==> src/rtl/imem_loader_pkg.sv <==
// Shared types and constants for the instruction-memory boot loader.
// Imported by the loader top, its byte packer and the bench.
package loader_pkg;

    typedef enum logic [2:0] {
        HDR_HI,
        HDR_LO,
        CHECK_LEN,
        LOAD,
        WRITE,
        CSUM,
        DONE,
        ERROR
    } state_t;

    localparam int HEADER_BYTES   = 2;
    localparam int BYTES_PER_WORD = 4;

endpackage

==> src/rtl/imem_loader_if.sv <==
// Byte-stream handshake and instruction-memory write bus of the loader.
// slave is the loader side; master is the stream source / memory side.
interface imem_loader_if;

    logic [7:0]  byte_in;
    logic        byte_valid_in;
    logic        byte_ready_out;
    logic [31:0] mem_addr_out;
    logic [31:0] mem_data_out;
    logic        mem_write_out;

    modport slave (
        input  byte_in,
        input  byte_valid_in,
        output byte_ready_out,
        output mem_addr_out,
        output mem_data_out,
        output mem_write_out
    );

    modport master (
        output byte_in,
        output byte_valid_in,
        input  byte_ready_out,
        input  mem_addr_out,
        input  mem_data_out,
        input  mem_write_out
    );

endinterface

==> src/rtl/imem_loader_byte_packer.sv <==
// Big-endian byte-to-word shift register with byte index and full flag.
// o_full is high for the one cycle after the last byte of a word.
module byte_packer
    import loader_pkg::*;
(
    input  logic        clk,
    input  logic        i_clear,
    input  logic        i_load,
    input  logic [7:0]  i_byte,
    output logic [31:0] o_word,
    output logic [1:0]  o_idx,
    output logic        o_full
);

    logic [31:0] r_word;
    logic [1:0]  r_idx;
    logic        r_full;

    always_ff @(posedge clk) begin
        if (i_clear) begin
            r_word <= '0;
            r_idx  <= '0;
            r_full <= 1'b0;
        end else if (i_load) begin
            r_word <= {r_word[23:0], i_byte};
            r_idx  <= r_idx + 2'd1;
            r_full <= (r_idx == 2'(BYTES_PER_WORD - 1));
        end else begin
            r_full <= 1'b0;
        end
    end

    assign o_word = r_word;
    assign o_idx  = r_idx;
    assign o_full = r_full;

endmodule

==> src/rtl/imem_loader.sv <==
// Boot loader: packs a byte stream into words, writes instruction memory,
// and holds the core in reset until the program and checksum are accepted.
module imem_loader
    import loader_pkg::*;
#(
    parameter int ADDR_WIDTH  = 8,
    parameter int COUNT_WIDTH = 16
) (
    input  logic                   clk,
    input  logic                   reset_in,
    imem_loader_if.slave           bus,
    input  logic                   reload_in,
    output logic                   cpu_reset_out,
    output logic                   done_out,
    output logic                   error_out,
    output logic [COUNT_WIDTH-1:0] words_loaded_out
);

    localparam logic [COUNT_WIDTH:0] CAPACITY =
        (COUNT_WIDTH + 1)'(1) << ADDR_WIDTH;

    state_t r_state;
    state_t w_next;

    logic [COUNT_WIDTH-1:0] r_count;
    logic [COUNT_WIDTH-1:0] r_words;
    logic [7:0]             r_csum;
    logic [31:0]            r_addr;
    logic [31:0]            r_data;

    logic        w_ready;
    logic        w_xfer;
    logic        w_write;
    logic        w_reload;
    logic        w_pack_load;
    logic        w_pack_clear;
    logic        w_full;
    logic [1:0]  w_idx;
    logic [31:0] w_word;
    logic [31:0] w_addr;

    assign w_xfer       = w_ready & bus.byte_valid_in;
    assign w_pack_clear = reset_in | w_reload;
    assign w_addr       = 32'({r_words[ADDR_WIDTH-1:0], 2'b00});

    byte_packer u_packer (
        .clk     (clk),
        .i_clear (w_pack_clear),
        .i_load  (w_pack_load),
        .i_byte  (bus.byte_in),
        .o_word  (w_word),
        .o_idx   (w_idx),
        .o_full  (w_full)
    );

    always_ff @(posedge clk) begin
        if (reset_in) r_state <= HDR_HI;
        else          r_state <= w_next;
    end

    always_comb begin
        w_next      = r_state;
        w_ready     = 1'b0;
        w_write     = 1'b0;
        w_reload    = 1'b0;
        w_pack_load = 1'b0;
        unique case (r_state)
            HDR_HI: begin
                w_ready = 1'b1;
                if (bus.byte_valid_in) w_next = HDR_LO;
            end
            HDR_LO: begin
                w_ready = 1'b1;
                if (bus.byte_valid_in) w_next = CHECK_LEN;
            end
            CHECK_LEN: begin
                if ({1'b0, r_count} > CAPACITY) w_next = ERROR;
                else if (r_count == '0)         w_next = CSUM;
                else                            w_next = LOAD;
            end
            LOAD: begin
                w_ready     = 1'b1;
                w_pack_load = bus.byte_valid_in;
                if (bus.byte_valid_in &&
                    w_idx == 2'(BYTES_PER_WORD - 1))
                    w_next = WRITE;
            end
            WRITE: begin
                w_write = w_full;
                if (r_words + COUNT_WIDTH'(1) == r_count) w_next = CSUM;
                else                                      w_next = LOAD;
            end
            CSUM: begin
                w_ready = 1'b1;
                if (bus.byte_valid_in)
                    w_next = (bus.byte_in == r_csum) ? DONE : ERROR;
            end
            DONE, ERROR: begin
                if (reload_in) begin
                    w_reload = 1'b1;
                    w_next   = HDR_HI;
                end
            end
            default: w_next = HDR_HI;
        endcase
    end

    always_ff @(posedge clk) begin
        if (reset_in) begin
            r_count <= '0;
            r_words <= '0;
            r_csum  <= '0;
            r_addr  <= '0;
            r_data  <= '0;
        end else begin
            if (w_reload) begin
                r_words <= '0;
                r_csum  <= '0;
            end
            if (r_state == HDR_HI && w_xfer)
                r_count <= COUNT_WIDTH'({bus.byte_in, 8'h00});
            if (r_state == HDR_LO && w_xfer)
                r_count <= r_count | COUNT_WIDTH'(bus.byte_in);
            if (w_pack_load)
                r_csum <= r_csum ^ bus.byte_in;
            if (w_write) begin
                r_words <= r_words + COUNT_WIDTH'(1);
                r_addr  <= w_addr;
                r_data  <= w_word;
            end
        end
    end

    // Address/data are live during the strobe and hold afterwards.
    assign bus.mem_write_out  = w_write;
    assign bus.mem_addr_out   = w_write ? w_addr : r_addr;
    assign bus.mem_data_out   = w_write ? w_word : r_data;
    assign bus.byte_ready_out = w_ready;

    assign cpu_reset_out    = (r_state != DONE);
    assign done_out         = (r_state == DONE);
    assign error_out        = (r_state == ERROR);
    assign words_loaded_out = r_words;

endmodule

==> src/flat_wrapper.sv <==
// flat-port wrapper written by rule: the top's interface ports become plain ports
module imem_loader_flat import loader_pkg::*;
#(
    parameter int ADDR_WIDTH  = 8,
    parameter int COUNT_WIDTH = 16
)
  (clk, reset_in, reload_in, cpu_reset_out, done_out, error_out, words_loaded_out, bus_byte_in, bus_byte_valid_in, bus_byte_ready_out, bus_mem_addr_out, bus_mem_data_out, bus_mem_write_out);
  imem_loader_if bus_i ();
  input  logic clk;
  input  logic reset_in;
  input  logic reload_in;
  output logic cpu_reset_out;
  output logic done_out;
  output logic error_out;
  output logic [COUNT_WIDTH-1:0] words_loaded_out;
  input wire logic [$bits(bus_i.byte_in)-1:0] bus_byte_in;
  input wire logic [$bits(bus_i.byte_valid_in)-1:0] bus_byte_valid_in;
  output wire logic [$bits(bus_i.byte_ready_out)-1:0] bus_byte_ready_out;
  output wire logic [$bits(bus_i.mem_addr_out)-1:0] bus_mem_addr_out;
  output wire logic [$bits(bus_i.mem_data_out)-1:0] bus_mem_data_out;
  output wire logic [$bits(bus_i.mem_write_out)-1:0] bus_mem_write_out;
  assign bus_i.byte_in = bus_byte_in;
  assign bus_i.byte_valid_in = bus_byte_valid_in;
  assign bus_byte_ready_out = bus_i.byte_ready_out;
  assign bus_mem_addr_out = bus_i.mem_addr_out;
  assign bus_mem_data_out = bus_i.mem_data_out;
  assign bus_mem_write_out = bus_i.mem_write_out;
  imem_loader #(.ADDR_WIDTH(ADDR_WIDTH), .COUNT_WIDTH(COUNT_WIDTH)) u_core (.clk(clk), .reset_in(reset_in), .bus(bus_i), .reload_in(reload_in), .cpu_reset_out(cpu_reset_out), .done_out(done_out), .error_out(error_out), .words_loaded_out(words_loaded_out));
endmodule
==> config.mk <==
export PLATFORM = sky130hd
export DESIGN_NAME = imem_loader_flat
export DESIGN_NICKNAME = d
export VERILOG_FILES = /design/src/rtl/imem_loader_pkg.sv /design/src/rtl/imem_loader_if.sv /design/src/rtl/imem_loader_byte_packer.sv /design/src/rtl/imem_loader.sv /design/src/flat_wrapper.sv
export SDC_FILE = /design/constraint.sdc
export NUM_CORES = 1
export LEC_CHECK = 0
export CAP_MARGIN = 20
export CORE_MARGIN = 10
export CORE_UTILIZATION = 60
export CTS_CLUSTER_SIZE = 24
export DETAILED_ROUTE_END_ITERATION = 8
export DONT_BUFFER_PORTS = 1
export PLACE_DENSITY = 0.86
export SLEW_MARGIN = 20
export SYNTH_ARGS = -nofsm -noshare
export SYNTH_HDL_FRONTEND = slang
export SYNTH_SLANG_ARGS = --single-unit
==> constraint.sdc <==
create_clock -name clk -period 5.2 [get_ports clk]
set_clock_uncertainty 0.1 [all_clocks]
set_input_delay 0.26 -clock clk [delete_from_list [all_inputs] [get_ports clk]]
set_output_delay 0.26 -clock clk [all_outputs]
set_load 0.02 [all_outputs]
-- After elaboration in Yosys (flattened, before gate mapping)
Cells that the tools add are included.
- mux-type cells: 23
- bitwise logic cells: 5
- $lt $le $gt $ge: 1
- reductions and logical operators: 12
- equality and inequality tests: 16
- add/sub/neg operators: 2
- operators with widths (operator ; count):
    16-bit 2-to-1 mux ; 4
    32-bit 2-to-1 mux ; 2
    3-bit 2-to-1 mux ; 8
    3-bit case mux with 7 select lines ; 1
    16-bit by 1-bit adder with 16-bit output, second input constant ; 1
    16-bit == test ; 1
    16-bit by 9-bit > comparator with 1-bit output, second input constant ; 1
    16-bit zero test ; 1
    8-bit 2-to-1 mux ; 2
    16-bit by 8-bit bitwise OR with 16-bit output ; 1
    3-bit == test, second input constant ; 4
    8-bit == test ; 1
    2-bit inequality test, second input constant ; 4
    8-bit bitwise XOR ; 1
    3-bit by 2-bit == test with 1-bit output, second input constant ; 2
    1-bit 2-to-1 mux ; 6
    2-bit nonzero test ; 3
    5-bit AND reduction ; 1
    2-bit OR reduction ; 2
    4-bit OR reduction ; 1
    3-bit by 1-bit == test with 1-bit output, second input constant ; 1
    1-bit logical AND ; 3
    3-bit zero test ; 1
    3-bit inequality test, second input constant ; 1
    6 further kinds ; 6
- bits of input ports: 12
- register bits after elaboration: 142

-- Logic depth before layout (Yosys ltp)
Gate-level depths: netlist of the first run.
- depth in word-level cells: 7
- mapped depth: 8
- depth with buffers taken out: 7

-- Modules after synthesis
From an unflattened synthesis of the first run, not the netlist that was laid out.
- cells, all modules: 747
- area, all modules: 6183.4 µm²
- by module, submodules not included (module ; cells an instance ; area an instance (µm²) ; times used ; seq. area each (µm²)):
    imem_loader ; 634 ; 4902.2 ; 1 ; 2142.1
    byte_packer ; 113 ; 1281.2 ; 1 ; 700.7

-- Worst setup path before layout of the first run
No wires, ideal clock.
- path kind: register to register
- start: register u_core.r_words[0], in the netlist u_core.words_loaded_out[0]
- end: register u_core.r_state[1]
- stages on the path, launching flop included: 8
- period minus slack after synthesis: 2.216 ns
- path buffers: 0
- slack: 2.984 ns
- arrival: 1.991 ns
- setup time: 0.125 ns
- cells stage by stage: dfxtp_1 -> ha_1 -> nand3_1 -> or4_4 -> xnor2_1 -> nor2_1 -> and4_4 -> a21oi_1
- word-level cells in the longest chain between the ends: 4
- RTL lines (item ; RTL line ; source):
    start, declared ; imem_loader.sv:26 ; logic [COUNT_WIDTH-1:0] r_words;
    start signal, assigned ; imem_loader.sv:127 ; r_words <= r_words + COUNT_WIDTH'(1);
    16-bit by 1-bit adder with 16-bit output ; imem_loader.sv:90 ; if (r_words + COUNT_WIDTH'(1) == r_count) w_next = CSUM;
    16-bit == test ; imem_loader.sv:90 ;
    3-bit 2-to-1 mux ; imem_loader.sv:90 ;
    3-bit case mux with 7 select lines ; imem_loader.sv:67 ; unique case (r_state)
    end signal, assigned ; imem_loader.sv:58 ; else r_state <= w_next;
    end, declared ; imem_loader.sv:22 ; state_t r_state;
Every way passes these cells.
A chain may end at the register's enable or synchronous reset.

-- Worst setup path after layout of the first run
- start: register u_core.r_state[1]
- end: output port bus_mem_addr_out[6]
- word-level cells in the longest chain between the ends: 3
- RTL lines (item ; RTL line ; source):
    3-bit == test ; imem_loader.sv:67 ;
    1-bit 2-to-1 mux ; imem_loader.sv:67 ;
    32-bit 2-to-1 mux ; -- ;
    end, declared ; flat_wrapper.sv:19 ; output wire logic [$bits(bus_i.mem_addr_out)-1:0] bus_mem_addr_out;
Every way passes these cells.

==> results.md, run 1 <==
- The commonest register cell after synthesis is sky130_fd_sc_hd__dfxtp_1.
- The clock buffer count from CTS is 17.
- The number of DRC violations after detailed routing is 0.
- The biggest area contributor in the post-synthesis netlist is sky130_fd_sc_hd__dfxtp_1.
- The total of warnings raised by yosys is 0.
- The number of nets produced by synthesis is 793.
- Entering global routing, the biggest net connects 112 pins.
- The total congestion overflow is 0.
- The number of failing hold endpoints at the final stage was 1.
- In this run the cell area measured after placement is 6120 um2.
- Timing would allow up to between 0.3 and 0.4 GHz.
- The completed layout was analyzed and its total power is around 0.0027 W.
- The number of distinct library cells after synthesis is 58.
- The net count of the finished layout is a little under 800.
- The cell count after placement is 861.
- The floorplan die area is roughly 15,000 um2.
- After clock tree synthesis, the clock-pin slew on the worst setup and hold paths is 0.06 ns.
- The CTS sink count is 142.
- The power density normalized to cell area is 394 nW/um2.
- The run finished, with violations left.
- The count of maximum capacitance violations is 0.
- The die is 121 um wide.
- CTS built an H-tree with a depth of 4.
- By area the synthesized netlist is led by sky130_fd_sc_hd__dfxtp_1 (46%), sky130_fd_sc_hd__nand2_1 (13%), sky130_fd_sc_hd__a21oi_1 (8.7%), sky130_fd_sc_hd__and3_1 (3.0%), sky130_fd_sc_hd__and2_1 (2.9%).
- STA classifies the critical path startpoint as a flip-flop.
- The combined area of the multi-input logic cells is approximately 3100 um2.
- The final total negative setup slack is 0 ns.
- Yosys mapped a number of flops with a built-in enable equal to 0.
- The cell count after synthesis is 779.
- Summing all flip-flop and latch instances after layout gives 2840 um2.
- For the worst setup path, the data arrival time is between 2 and 3 ns.
- The post-cts repair resize count is 0.
- The mapped netlist covers around 6000 um2.
- The checks that failed: negative hold slack.
- The global-route wire length before repair is 25,500 um.
- The signed area change from the synthesized netlist to the final layout is 11.5%.
- The final setup violation count is 0.
- The required time of the worst setup path is 4.84 ns.
- The synthesized design contains 142 register bits.
- Routability-driven placement finished with a final weighted congestion of 0.903.
- The share of post-route cells with drive strength above 1 is under 10%.
- In this run, the number of DRC markers left after iteration 0 of detailed routing was 600.
- Summing the sequential cell areas from Yosys gives 46.4% of the chip area.
- Across the VDD grid, the largest voltage drop is around 0.00024 V.
- 97 I/O pins were placed.
- The pre-CTS worst setup slack is 2.60 ns.
- In the final routed layout, each cell accounts on average for 17.6 um.
- In this run the vertical extent of the chip is 121 um.
- The worst setup path is captured at an output pin.
- The cell row count is 36.
- The total leakage power is 2.77 nW.
- The relative slew slack is 33.9%.
- The share of Yosys cell area claimed by the top area cell type is between 40% and 50%.
- The total wire length after detailed routing is 15,800 um.
- Once the floorplan was initialized, standard cells occupied 62.2% of the core.
- Subtracting the final worst setup slack from the clock period gives 2.95 ns.
- Across every metal layer, demand over resource in global routing totals 21.1%.
- In this run the standard cell core region covers around 10000 um2.
- The smallest hold slack is -0.000588 ns.
- Once detail routing completed, the nets flagged for antenna violations numbered 0.
- The repair_antennas step left the layout with diodes totalling 0.
- The master cell of the clock root buffer is sky130_fd_sc_hd__clkbuf_8.
- The via count of the first global-routing pass is roughly 5.1k.
- TritonCTS built the clock tree.
- The via density per instance is 6.04.
- The path category of the worst min-delay check is in -> reg.
- Each instance of the synthesized netlist takes up on average 7.87 um2.
- The worst path meets setup with between 2 and 2.5 ns of slack.
- The count of port buffers added during placement is 0.
- Summing over every cut layer, the via total after detailed routing is roughly 5.5k.
- The final number of max-transition violations is 0.
- The critical path is of the reg -> out type.
- The finished layout cell area is 6840 um2.
- No sink is reached through more buffers than the 2 on the longest clock path.
- Setup repair after global routing left no endpoint under its margin.
- The final clock period utilization by the worst path is a little under three fifths.
- The actual transition at the worst max-transition pin is between 0.9 and 1 ns.
- The filler cells instantiated in the layout total ~750.
- The final cell count without fillers is 903.
- The number of iterations in the first detailed-routing pass is 7.
- In this run the worst path has a maximum fanout of 111.
- Once detailed placement completed, the half-perimeter wirelength came to 10,200 um.
- For this run, asynchronously set or reset flops after synthesis account for 0%.
- For the worst-skew pair, the clock arrives at the later sink with an insertion delay of 0.53 ns.
- The initial antenna violation count is 0.
## critical path, stage by stage (launching register included)
cell and delay (ns):
sky130_fd_sc_hd__dfxtp_1 0.57, sky130_fd_sc_hd__nor2_1 0.14, sky130_fd_sc_hd__nand3_4 0.11, sky130_fd_sc_hd__buf_4 0.73, sky130_fd_sc_hd__o21ai_0 0.48
## Yosys cell counts (4+ instances only)
cell and n:
sky130_fd_sc_hd__dfxtp_1 142, sky130_fd_sc_hd__nor2_1 41, sky130_fd_sc_hd__buf_2 6, sky130_fd_sc_hd__a22oi_1 13
sky130_fd_sc_hd__nand2_1 218, sky130_fd_sc_hd__and3_1 29, sky130_fd_sc_hd__inv_1 4, sky130_fd_sc_hd__nand4_1 6
sky130_fd_sc_hd__and2_1 28, sky130_fd_sc_hd__nand2b_1 4, sky130_fd_sc_hd__o211a_1 8, sky130_fd_sc_hd__nor3_1 15
sky130_fd_sc_hd__nand3_1 8, sky130_fd_sc_hd__o21ai_0 12, sky130_fd_sc_hd__clkbuf_1 46, sky130_fd_sc_hd__xor2_1 10
sky130_fd_sc_hd__xnor2_1 19, sky130_fd_sc_hd__a21oi_1 106, sky130_fd_sc_hd__nor4_1 9
## cell families (layout without fill, tap and decap cells)
group	after synthesis	in the layout	share of synthesized area, %
mux	2	2	0.326
compound gates	161	161	15.6
flops	142	142	46.4
simple gates	384	384	29.4
fa+ha+maj	2	2	0.408
buf+inv	59	50	3.82
xor+xnor	29	29	4.14
## cell type report
class,instances,share of cell area [%]
multi-input combinational,578,44.9
clock buffer,18,6.26
sequential,142,41.6
inverter,5,0.274
clock inverter,14,2.51
timing repair buffer,13,2.05
tap,133,2.43
## layout by cell type, fill, tap and decap left out, drive strengths merged, types with 11 or more instances in the layout
cell type | netlist | final
a22oi | 13 | 13
xnor2 | 19 | 19
a21oi | 106 | 106
and3 | 29 | 29
clkbuf | 47 | 18
nor2 | 41 | 41
nor3 | 15 | 15
and2 | 28 | 28
o21ai | 13 | 13
inv | 5 | 12
dfxtp | 142 | 142
nor4 | 11 | 11
nand2 | 218 | 218
## timing repair
item | in CTS | in global routing
setup endpoints to repair | 0 | 0
hold buffers | 10 | 0
hold endpoints to repair | 89 | 0
buffers inserted | 0 | 0
## final timing paths
check | slack (ns) | to | startpoint | depth (start not counted)
worst max register to register | 2.55 | u_core.words_loaded_out[12] | u_core.r_state[1] | 6
worst min-delay path | -0.0006 | u_core.words_loaded_out[11] | reset_in | 2
worst min register to register | 0.36 | u_core.u_packer.o_word[27] | u_core.u_packer.o_word[27] | 2
worst max-delay path | 2.25 | bus_mem_addr_out[6] | u_core.r_state[1] | 4
## registers in the layout, indices dropped and copies added, names as in the netlist, 2 cells and up
name,cells
u_core.r_csum,8
u_core.u_packer.o_idx,2
u_core.r_addr,32
u_core.r_state,3
u_core.words_loaded_out,16
u_core.u_packer.o_word,32
u_core.r_count,16
u_core.r_data,32
## routing by layer
metal / share of wire, % / vias up / wire (um) / track usage, %
met4: 2.7 / 0 / 421 / 9.73
met2: 47 / 250 / 7450 / 33.3
li1: - / 2610 / - / -
met3: 8.7 / 46 / 1370 / 7.03
met1: 42 / 2544 / 6600 / 25.4
met5: 0 / - / 0 / 0
## metrics by stage
step / util, % / hold WS [ns]
after floorplan: - / 0.296
after CTS: 69.3 / 0.000778
final: 69.3 / -0.000588
after global routing: 69.3 / 0.00985
after global placement: 62.0 / 0.239
after detailed placement: 62.0 / 0.240
## report_power, final
group	total, W	leakage [nW]	switching, W	internal [W]
combinational	0.000295	1.34	0.000179	0.000116
clock	0.00122	0.286	0.000506	0.000714
sequential	0.00118	1.15	0.0000613	0.00112
total	0.00270	2.77	0.000747	0.00195
Power figures use the tool's default switching activity.
==> run 2, diff against run 1 <==
--- a/config.mk
+++ b/config.mk
@@ -5,6 +5,7 @@
 export SDC_FILE = /design/constraint.sdc
 export NUM_CORES = 1
 export LEC_CHECK = 0
+export ABC_AREA = 1
 export CAP_MARGIN = 20
 export CORE_MARGIN = 10
 export CORE_UTILIZATION = 60
==> constraint.sdc (replaced) <==
create_clock -name clk -period 2.8 [get_ports clk]
set_clock_uncertainty 0.1 [all_clocks]
set_input_delay 0.14 -clock clk [delete_from_list [all_inputs] [get_ports clk]]
set_output_delay 0.14 -clock clk [all_outputs]
set_load 0.02 [all_outputs]
==> run 2 against run 1 <==
Flip-flop and latch count stayed put. Combinational power is 9.8% higher. Critical endpoint is now u_core.words_loaded_out[2]. Core utilization is 2.5 points higher. Sequential share of layout area is 3.7 points lower. Clock-buffer cell count is 1 higher. Total power is 75% higher. Worst hold slack better by 0.034 ns. The flow now finishes without violations. Via count is 6.8% higher. Largest cell class unchanged.
==> results.md, run 2 <==
- Summed over all cells, the static leakage comes to 3.16 nW.
- For the pin with the worst max-slew slack, the measured transition is 0.949 ns.
- The initial antenna violation count is 1.
- The final total negative setup slack is 0 ns.
- The Yosys step of the flow raised 0 warnings.
- The total wire length after detailed routing is 15,800 um.
- The via density per instance is roughly 5.3.
- The synthesized netlist occupies a cell area of approximately 6500 um2.
- In the post-synthesis netlist, the biggest area contributors are sky130_fd_sc_hd__dfxtp_1 (44%), sky130_fd_sc_hd__nand2_1 (13%), sky130_fd_sc_hd__inv_1 (8.8%), sky130_fd_sc_hd__a21oi_1 (8.4%), sky130_fd_sc_hd__a211oi_1 (4.6%).
- The worst setup path is launched from a flip-flop.
- In this run the worst path has a maximum fanout of 47.
- The arrival time at the worst endpoint is 2.98 ns.
- For this run, asynchronously set or reset flops after synthesis account for 0%.
- The cell count after synthesis is 918.
- The smallest hold slack is approximately 0.034 ns.
- For flop-to-flop paths, the worst setup slack is 0.18 ns.
- The number of synthesized flops with an enable pin is 0.
- Relative to the synthesized area, the layout overhead comes to 15.4%.
- Summed over all instances, the cell type with the most area after synthesis is sky130_fd_sc_hd__dfxtp_1.
- The finished layout cell area is 7510 um2.
- Once the clock tree was built, the setup fixing pass inserted 0 buffers.
- The die covers 15,400 um2.
- The flow ran to the end, and the final reports show no timing, DRC or antenna violations.
- After layout, the minimum clock period comes to 2.62 ns.
- The routed layout has 5,821 vias.
- Sequential cells were found to cover 43.7% of the synthesized design area.
- The CTS H-tree depth is 4.
- In this run the tool buffered the top-level ports with 0 buffer cells.
- The number of synthesized register bits is about 140.
- After detailed routing, the average wire length per cell comes to 14.5 um.
- The multiplexer area fraction after synthesis is 0%.
- The starting density of the core is 62.2%.
- Summing the areas of all compound-gate instances in the mapped netlist gives 15.5% of the synthesized area.
- The cell-internal power is around 0.0035 W.
- The worst setup path is captured at a flip-flop.
- The filler cell count in the final layout is 838.
- The via count of the first global-routing pass is 5,226.
- Setup repair after global routing could not meet its margin everywhere.
- The source-to-sink clock delay at the later pin of the worst-skew pair is 0.52 ns.
- The number of nets still failing antenna checks after routing is 0.
- Timing would allow up to 0.382 GHz.
- In this run the tightest slew margin relative to its limit is 36.7%.
- The violation count after the first detailed-route iteration is 561.
- The global-route wire length before repair is 25,500 um.
- STA puts the critical path data required time at between 3 and 4 ns.
- Summed over all nets, the switching power comes to 0.00117 W.
- The final setup violation count is 0.
- The tree is rooted in a sky130_fd_sc_hd__clkbuf_8.
- Across the VDD grid, the largest voltage drop is 0.000529 V.
- The total congestion overflow is 0.
- The number of DRC violations after detailed routing is 0.
- Leaving out fill and tap cells, the most frequent cell in the layout is sky130_fd_sc_hd__nand2_1.
- The fraction of the mapped netlist area in simple logic gates is between 20% and 30%.
- Buffers inserted during clock tree synthesis total 17.
- The number of failing hold endpoints at the final stage is 0.
- The largest buffer count on any clock path is 2.
- The most numerous cell in the Yosys netlist is sky130_fd_sc_hd__nand2_1.
- In the layout the commonest cells are sky130_fd_sc_hd__nand2_1 (222), sky130_fd_sc_hd__inv_1 (152), sky130_fd_sc_hd__dfxtp_1 (142).
- The first TritonRoute pass finished after 5 iterations.
- The total core area is 10,500 um2.
- The power density normalized to cell area is 628 nW/um2.
- The per-instance average area after synthesis is 7.09 um2.
- Sequential cells account for roughly 45% of the total power.
- The path category of the worst min-delay check is in -> reg.
- Entering global routing, the biggest net connects 100 pins.
- Routability-driven placement finished with a final weighted congestion of roughly 0.91.
- The proportion of total power due to net switching is about 25%.
- The clock edge transition at the registers on the reported setup and hold paths is 0.07 ns.
- The die boundary height is approximately 120 um.
- The number of distinct library cells after synthesis is 34.
- By count the netlist is led by sky130_fd_sc_hd__nand2_1 (222), sky130_fd_sc_hd__inv_1 (152), sky130_fd_sc_hd__dfxtp_1 (142), sky130_fd_sc_hd__a21oi_1 (109), sky130_fd_sc_hd__nor2_1 (56).
- In this run the biggest area consumer among cell types represents 43.7% of the synthesized area.
- Among all flip-flop cells after synthesis, the most frequent one is sky130_fd_sc_hd__dfxtp_1.
- The CTS sink count is about 140.
- Row generation in the floorplan step produced 37 rows.
- The share of total power dissipated in the clock network is 48.5%.
- For this run, the post-layout net count is between 900 and 1k.
- The share of total power dissipated in combinational logic is 6.9%.
- Global routing consumed, over all layers together, about a fifth of the routing resources.
- By area, the combinational part of the netlist is dominated by simple AND/OR/NAND/NOR gates.
- In this run the cell area measured after placement is 6760 um2.
- Summing the areas of all fa, ha and maj instances in the mapped netlist gives less than 1% of the synthesized area.
- Counting every net in the synthesized netlist gives around 930.
- After layout, the worst path uses between 90% and 100% of the clock period.
- Measured along the x axis, the die boundary spans 124 um.
- The tool flagged a number of max-cap violations equal to 0.
- Once detailed placement completed, the half-perimeter wirelength came to 10,700 um.
- The post-route netlist has 12.4% of its cells at a drive strength greater than 1.
- The final number of max-transition violations is 0.
- The post-synthesis share of cell area spent on xor and xnor gates is around 2%.
- TritonCTS built the clock tree.
- The kind of critical path is reg -> reg.
- The number of top-level design ports is 97.
-- run 2: cell count changes in the layout (fill, tap and decap cells not counted), sizes merged, moves of 28 or more --
| cell | change |
|---|---|
| or2 | +37 |
| and2 | -28 |
| nand3 | +29 |
| and3 | -29 |
| a211oi | +38 |
| inv | +146 |
| nor2 | +29 |
-- run 2: final timing paths --
| check | from | end | depth (start not counted) |
|---|---|---|---|
| worst min register to register | u_core.r_addr[0] | u_core.r_addr[0] | 2 |
| worst max-delay path | u_core.r_state[1] | u_core.words_loaded_out[2] | 10 |
| worst min-delay path | reload_in | u_core.u_packer.o_full | 4 |
| worst max register to register | u_core.r_state[1] | u_core.words_loaded_out[2] | 10 |
-- run 2: cell type report --
class / count / area, um2 / share of cell area, %
repair buffers: 42 / 390 / 5.20
diodes: 1 / 2.50 / 0.0333
inverters: 155 / 583 / 7.76
multi-input cells: 582 / 2920 / 38.9
clock buffers: 19 / 422 / 5.61
well taps: 136 / 170 / 2.27
clock inverters: 13 / 178 / 2.37
flip-flops and latches: 142 / 2840 / 37.8
-- run 2: repair_timing --
action,CTS,global route
hold buffers,13,0
gates resized for setup,0,2
hold endpoints to repair,115,0
setup endpoints to repair,0,5
-- run 2: logic make-up after synthesis --
| kind of cell | count (synthesis) |
|---|---|
| and+or+nand+nor | 394 |
| buffers and inverters | 194 |
| AOI/OAI and AO/OA | 173 |
| DFF | 142 |
| xor gates and xnor gates | 13 |
| adders and majority gates | 2 |
-- run 2: through the flow --
| stage | setup WS (ns) | cells | util, % | total power, W |
|---|---|---|---|---|
| 2_1_floorplan | 0.812 | 918 | - | 0.00237 |
| 6_report | 0.184 | 1090 | 71.8 | 0.00472 |
| 3_3_place_gp | 0.628 | 1044 | 64.6 | 0.00241 |
| 3_5_place_dp | 0.613 | 1044 | 64.6 | 0.00242 |
| 4_1_cts | 0.151 | 1089 | 71.7 | 0.00473 |
| 5_1_grt | -0.0154 | 1090 | 71.8 | 0.00488 |
-- run 2: critical path, cell delays in order (launching register included) --
cell and delay, ns:
sky130_fd_sc_hd__dfxtp_1 0.43, sky130_fd_sc_hd__nor2_1 0.08, sky130_fd_sc_hd__inv_1 0.10, sky130_fd_sc_hd__nor2_2 0.07, sky130_fd_sc_hd__nand2_2 0.08, sky130_fd_sc_hd__clkinv_2 0.10, sky130_fd_sc_hd__buf_12 0.19, sky130_fd_sc_hd__nor2_2 0.57
sky130_fd_sc_hd__nand2_1 0.10, sky130_fd_sc_hd__a21oi_1 0.16, sky130_fd_sc_hd__dlygate4sd3_1 0.56
-- run 2: layer usage --
metal | wire (um) | vias to the layer above | GRT usage (%)
li1 | - | 2962 | -
met1 | 7220 | 2648 | 26.8
met4 | 165 | 0 | 5.54
met2 | 7350 | 190 | 31.8
met3 | 1110 | 21 | 5.52
met5 | 0 | - | 0
-- run 2: power groups by stage --
stage                     sequential, W  combinational, W  clock (W)
after CTS                       0.00210          0.000320    0.00231
final                           0.00210          0.000324    0.00229
after global routing            0.00211          0.000368    0.00241
after detailed placement        0.00215          0.000271          0
after global placement          0.00215          0.000266          0
after floorplan                 0.00213          0.000241          0
==> run 3, diff against run 2 <==
--- a/config.mk
+++ b/config.mk
@@ -6,13 +6,15 @@
 export NUM_CORES = 1
 export LEC_CHECK = 0
 export ABC_AREA = 1
+export ABC_CLOCK_PERIOD_IN_PS = 2800
 export CAP_MARGIN = 20
 export CORE_MARGIN = 10
 export CORE_UTILIZATION = 60
 export CTS_CLUSTER_SIZE = 24
 export DETAILED_ROUTE_END_ITERATION = 8
 export DONT_BUFFER_PORTS = 1
-export PLACE_DENSITY = 0.86
+export PLACE_DENSITY = 0.81
+export RECOVER_POWER = 50
 export SLEW_MARGIN = 20
 export SYNTH_ARGS = -nofsm -noshare
 export SYNTH_HDL_FRONTEND = slang
==> run 3 against run 2 <==
First-iteration DRC count decreased by 10%. Register-to-register slack worse by 0.05 ns. Maximum frequency shrank 1.8%. Setup slack got worse by 0.047 ns. Flip-flop and latch count did not move. Critical endpoint is now u_core.r_state[1]. Largest cell class unchanged.
==> results.md, run 3 (synthesis results as in run 2) <==
- The total track usage is about a fifth.
- In this run the vertical extent of the chip is ~120 um.
- After detailed routing, the average wire length per cell comes to 14.6 um.
- The delay of the slowest cell on the worst path is 0.47 ns.
- The capturing element type of the critical path is a flip-flop.
- The floorplan has 37 rows.
- For the worst setup path, the data required time is 3.06 ns.
- The initial antenna violation count is 1.
- The critical path goes through clkbuf_1, inv_1, nor2_4, nand2_4, nor2_1, nand3_1, nand3_1, nand2_1, nor2_2, nand3_1, nand2_1, nand2_1, nand2_1, a21oi_2.
- The number of DRC violations after detailed routing is 0.
- The chip width is between 100 and 150 um.
- Leaving out fill and tap cells, the most frequent cell in the layout is sky130_fd_sc_hd__nand2_1.
- The post-placement cell area is 6720 um2.
- On the critical path, the stage with the largest delay is an instance of sky130_fd_sc_hd__clkbuf_1.
- Of all nets on the critical path, the largest fanout is 8.
- The finished layout cell area is between 7000 and 8000 um2.
- The analysis attributes to cell leakage a power of 3.10 nW.
- The number of failing hold endpoints at the final stage came to 0.
- The flow ran to the end, and the final reports show no timing, DRC or antenna violations.
- The CTS sink count is 142.
- TritonCTS created 17 clock buffers.
- The via count of the first global-routing pass is 5,617.
- The setup path with the least slack is of type reg -> reg.
- The die covers 15,400 um2.
- The dominant delay contributor by cell family on the critical path is simple AND/OR/NAND/NOR gates.
- The final number of max-transition violations is 0.
- The final estimated routing congestion in global placement is 0.883.
- In the layout the commonest cells are sky130_fd_sc_hd__nand2_1 (223), sky130_fd_sc_hd__inv_1 (152), sky130_fd_sc_hd__dfxtp_1 (142).
- The final clock period utilization by the worst path is 95.1%.
- The count of port buffers added during placement is 0.
- The actual transition at the worst max-transition pin is around 1.1 ns.
- For the worst setup path, the data arrival time is 2.92 ns.
- After clock tree synthesis, the clock-pin slew on the worst setup and hold paths is 0.06 ns.
- Counting both buffers and inverters, the worst setup path holds a total of 2.
- The kind of start point of the critical path is a flip-flop.
- After floorplanning, the core was sized to cover 10,500 um2.
- The final setup violation count is 0.
- VDD sags by at most 0.000421 V.
- Dividing the detail-routed via count by the number of cells gives 5.36.
- The source-to-sink clock delay at the later pin of the worst-skew pair is about 0.53 ns.
- Max-cap violations in this run came to 0.
- The violation count after the first detailed-route iteration is 505.
- The CTS tree is yes.
- The number of nets still failing antenna checks after routing is 0.
- Setup repair after global routing left no endpoint under its margin.
- For this run, the detailed router's first-pass iteration total came to 5.
- Measured against its own limit, the worst slew margin works out to 23.9%.
- The starting density of the core is 62.2%.
- The final net count is 950.
- The filler cells instantiated in the layout total between 800 and 900.
- The cell sitting at the root of the clock tree is a sky130_fd_sc_hd__clkbuf_8.
- The clock passes through at most 2 buffers.
- The clock period minus final worst setup slack is 2.66 ns.
- The overall via count from detail_route is between 5k and 6k.
- The total wire length after detailed routing is 15,800 um.
- For the final routed database, the setup TNS stands at 0 ns.
- In this run the number of H-tree levels came out at 4.
- The path category of the worst min-delay check is in -> reg.
- Counting stages on the worst path, the most repeated cell is sky130_fd_sc_hd__nand2_1.
- The number of top-level design ports is 97.
- The share of post-route cells with drive strength above 1 is 10.5%.
- The total congestion overflow is 0.
- The pin count of the biggest net entering global routing is 100.
- Dividing total power by cell area gives a power density of 617 nW/um2.
- The first global-routing pass estimated between 20,000 and 30,000 um of wire.
- The detailed placement HPWL is around 11,000 um.
- From synthesis to final layout, the design area changed by 13.5%.
- The maximum achievable frequency is about 0.38 GHz.
run 3: cell count changes in the layout (fill, tap and decap cells not counted), moves of 3 or more:
cell and change:
sky130_fd_sc_hd__buf_4 -12, sky130_fd_sc_hd__clkbuf_8 +7, sky130_fd_sc_hd__clkbuf_1 +6, sky130_fd_sc_hd__inv_6 -4, sky130_fd_sc_hd__clkinv_2 +3, sky130_fd_sc_hd__clkinv_4 -3
run 3: power by group:
group / internal, W / switching [W]
clock: 0.00133 / 0.000795
sequential: 0.00206 / 0.0000447
combinational: 0.000108 / 0.000220
run 3: path summary, 6_finish.rpt:
path / endpoint / depth (start not counted) / slack [ns] / start
max: u_core.r_state[1] / 14 / 0.14 / u_core.words_loaded_out[0]
min: u_core.words_loaded_out[8] / 5 / 0.11 / reload_in
max reg2reg: u_core.r_state[1] / 14 / 0.14 / u_core.words_loaded_out[0]
min reg2reg: u_core.r_addr[10] / 2 / 0.34 / u_core.r_addr[10]
run 3: cell type report:
| class | instances | area, um2 | area share, % |
|---|---|---|---|
| Multi-Input combinational cell | 582 | 2910 | 39.3 |
| Sequential cell | 142 | 2840 | 38.4 |
| Inverter | 155 | 583 | 7.88 |
| Clock buffer | 26 | 518 | 7.01 |
| Timing Repair Buffer | 38 | 320 | 4.33 |
| Tap cell | 136 | 170 | 2.30 |
| Clock inverter | 5 | 52.6 | 0.711 |
| Antenna cell | 1 | 2.50 | 0.0338 |
run 3: stage by stage:
| stage | util [%] | setup WS (ns) | hold slack (ns) | power (W) | std cells |
|---|---|---|---|---|---|
| 6_report | 70.7 | 0.138 | 0.114 | 0.00456 | 1085 |
| 5_1_grt | 70.7 | 0.0304 | 0.177 | 0.00472 | 1085 |
| 4_1_cts | 71.2 | 0.198 | 0.0101 | 0.00459 | 1084 |
| 3_5_place_dp | 64.2 | 0.691 | 0.126 | 0.00242 | 1039 |
| 3_3_place_gp | 64.2 | 0.715 | 0.126 | 0.00242 | 1039 |
| 2_1_floorplan | - | 0.812 | 0.180 | 0.00237 | 918 |
run 3: repair_timing:
action | in CTS | in global routing
hold endpoints to repair | 124 | 0
endpoints found under the setup margin | 0 | 1
hold buffers | 14 | 0
gates resized for setup | 0 | 1
buffers inserted | 0 | 0
run 3: worst reg2reg max path: cells and delay by family (launching register included):
family / cells / cell delay [ns]
and+or+nand+nor: 11 / 1.35
buffers and inverters: 2 / 0.67
DFF: 1 / 0.34
AOI/OAI and AO/OA: 1 / 0.05
run 3: metal layers:
metal | GRT usage, % | up-vias | wire (um)
met5 | 0 | - | 0
met4 | 7.19 | 0 | 277
met3 | 6.06 | 25 | 1090
met2 | 33.2 | 179 | 7240
met1 | 26.6 | 2661 | 7220
li1 | - | 2948 | -
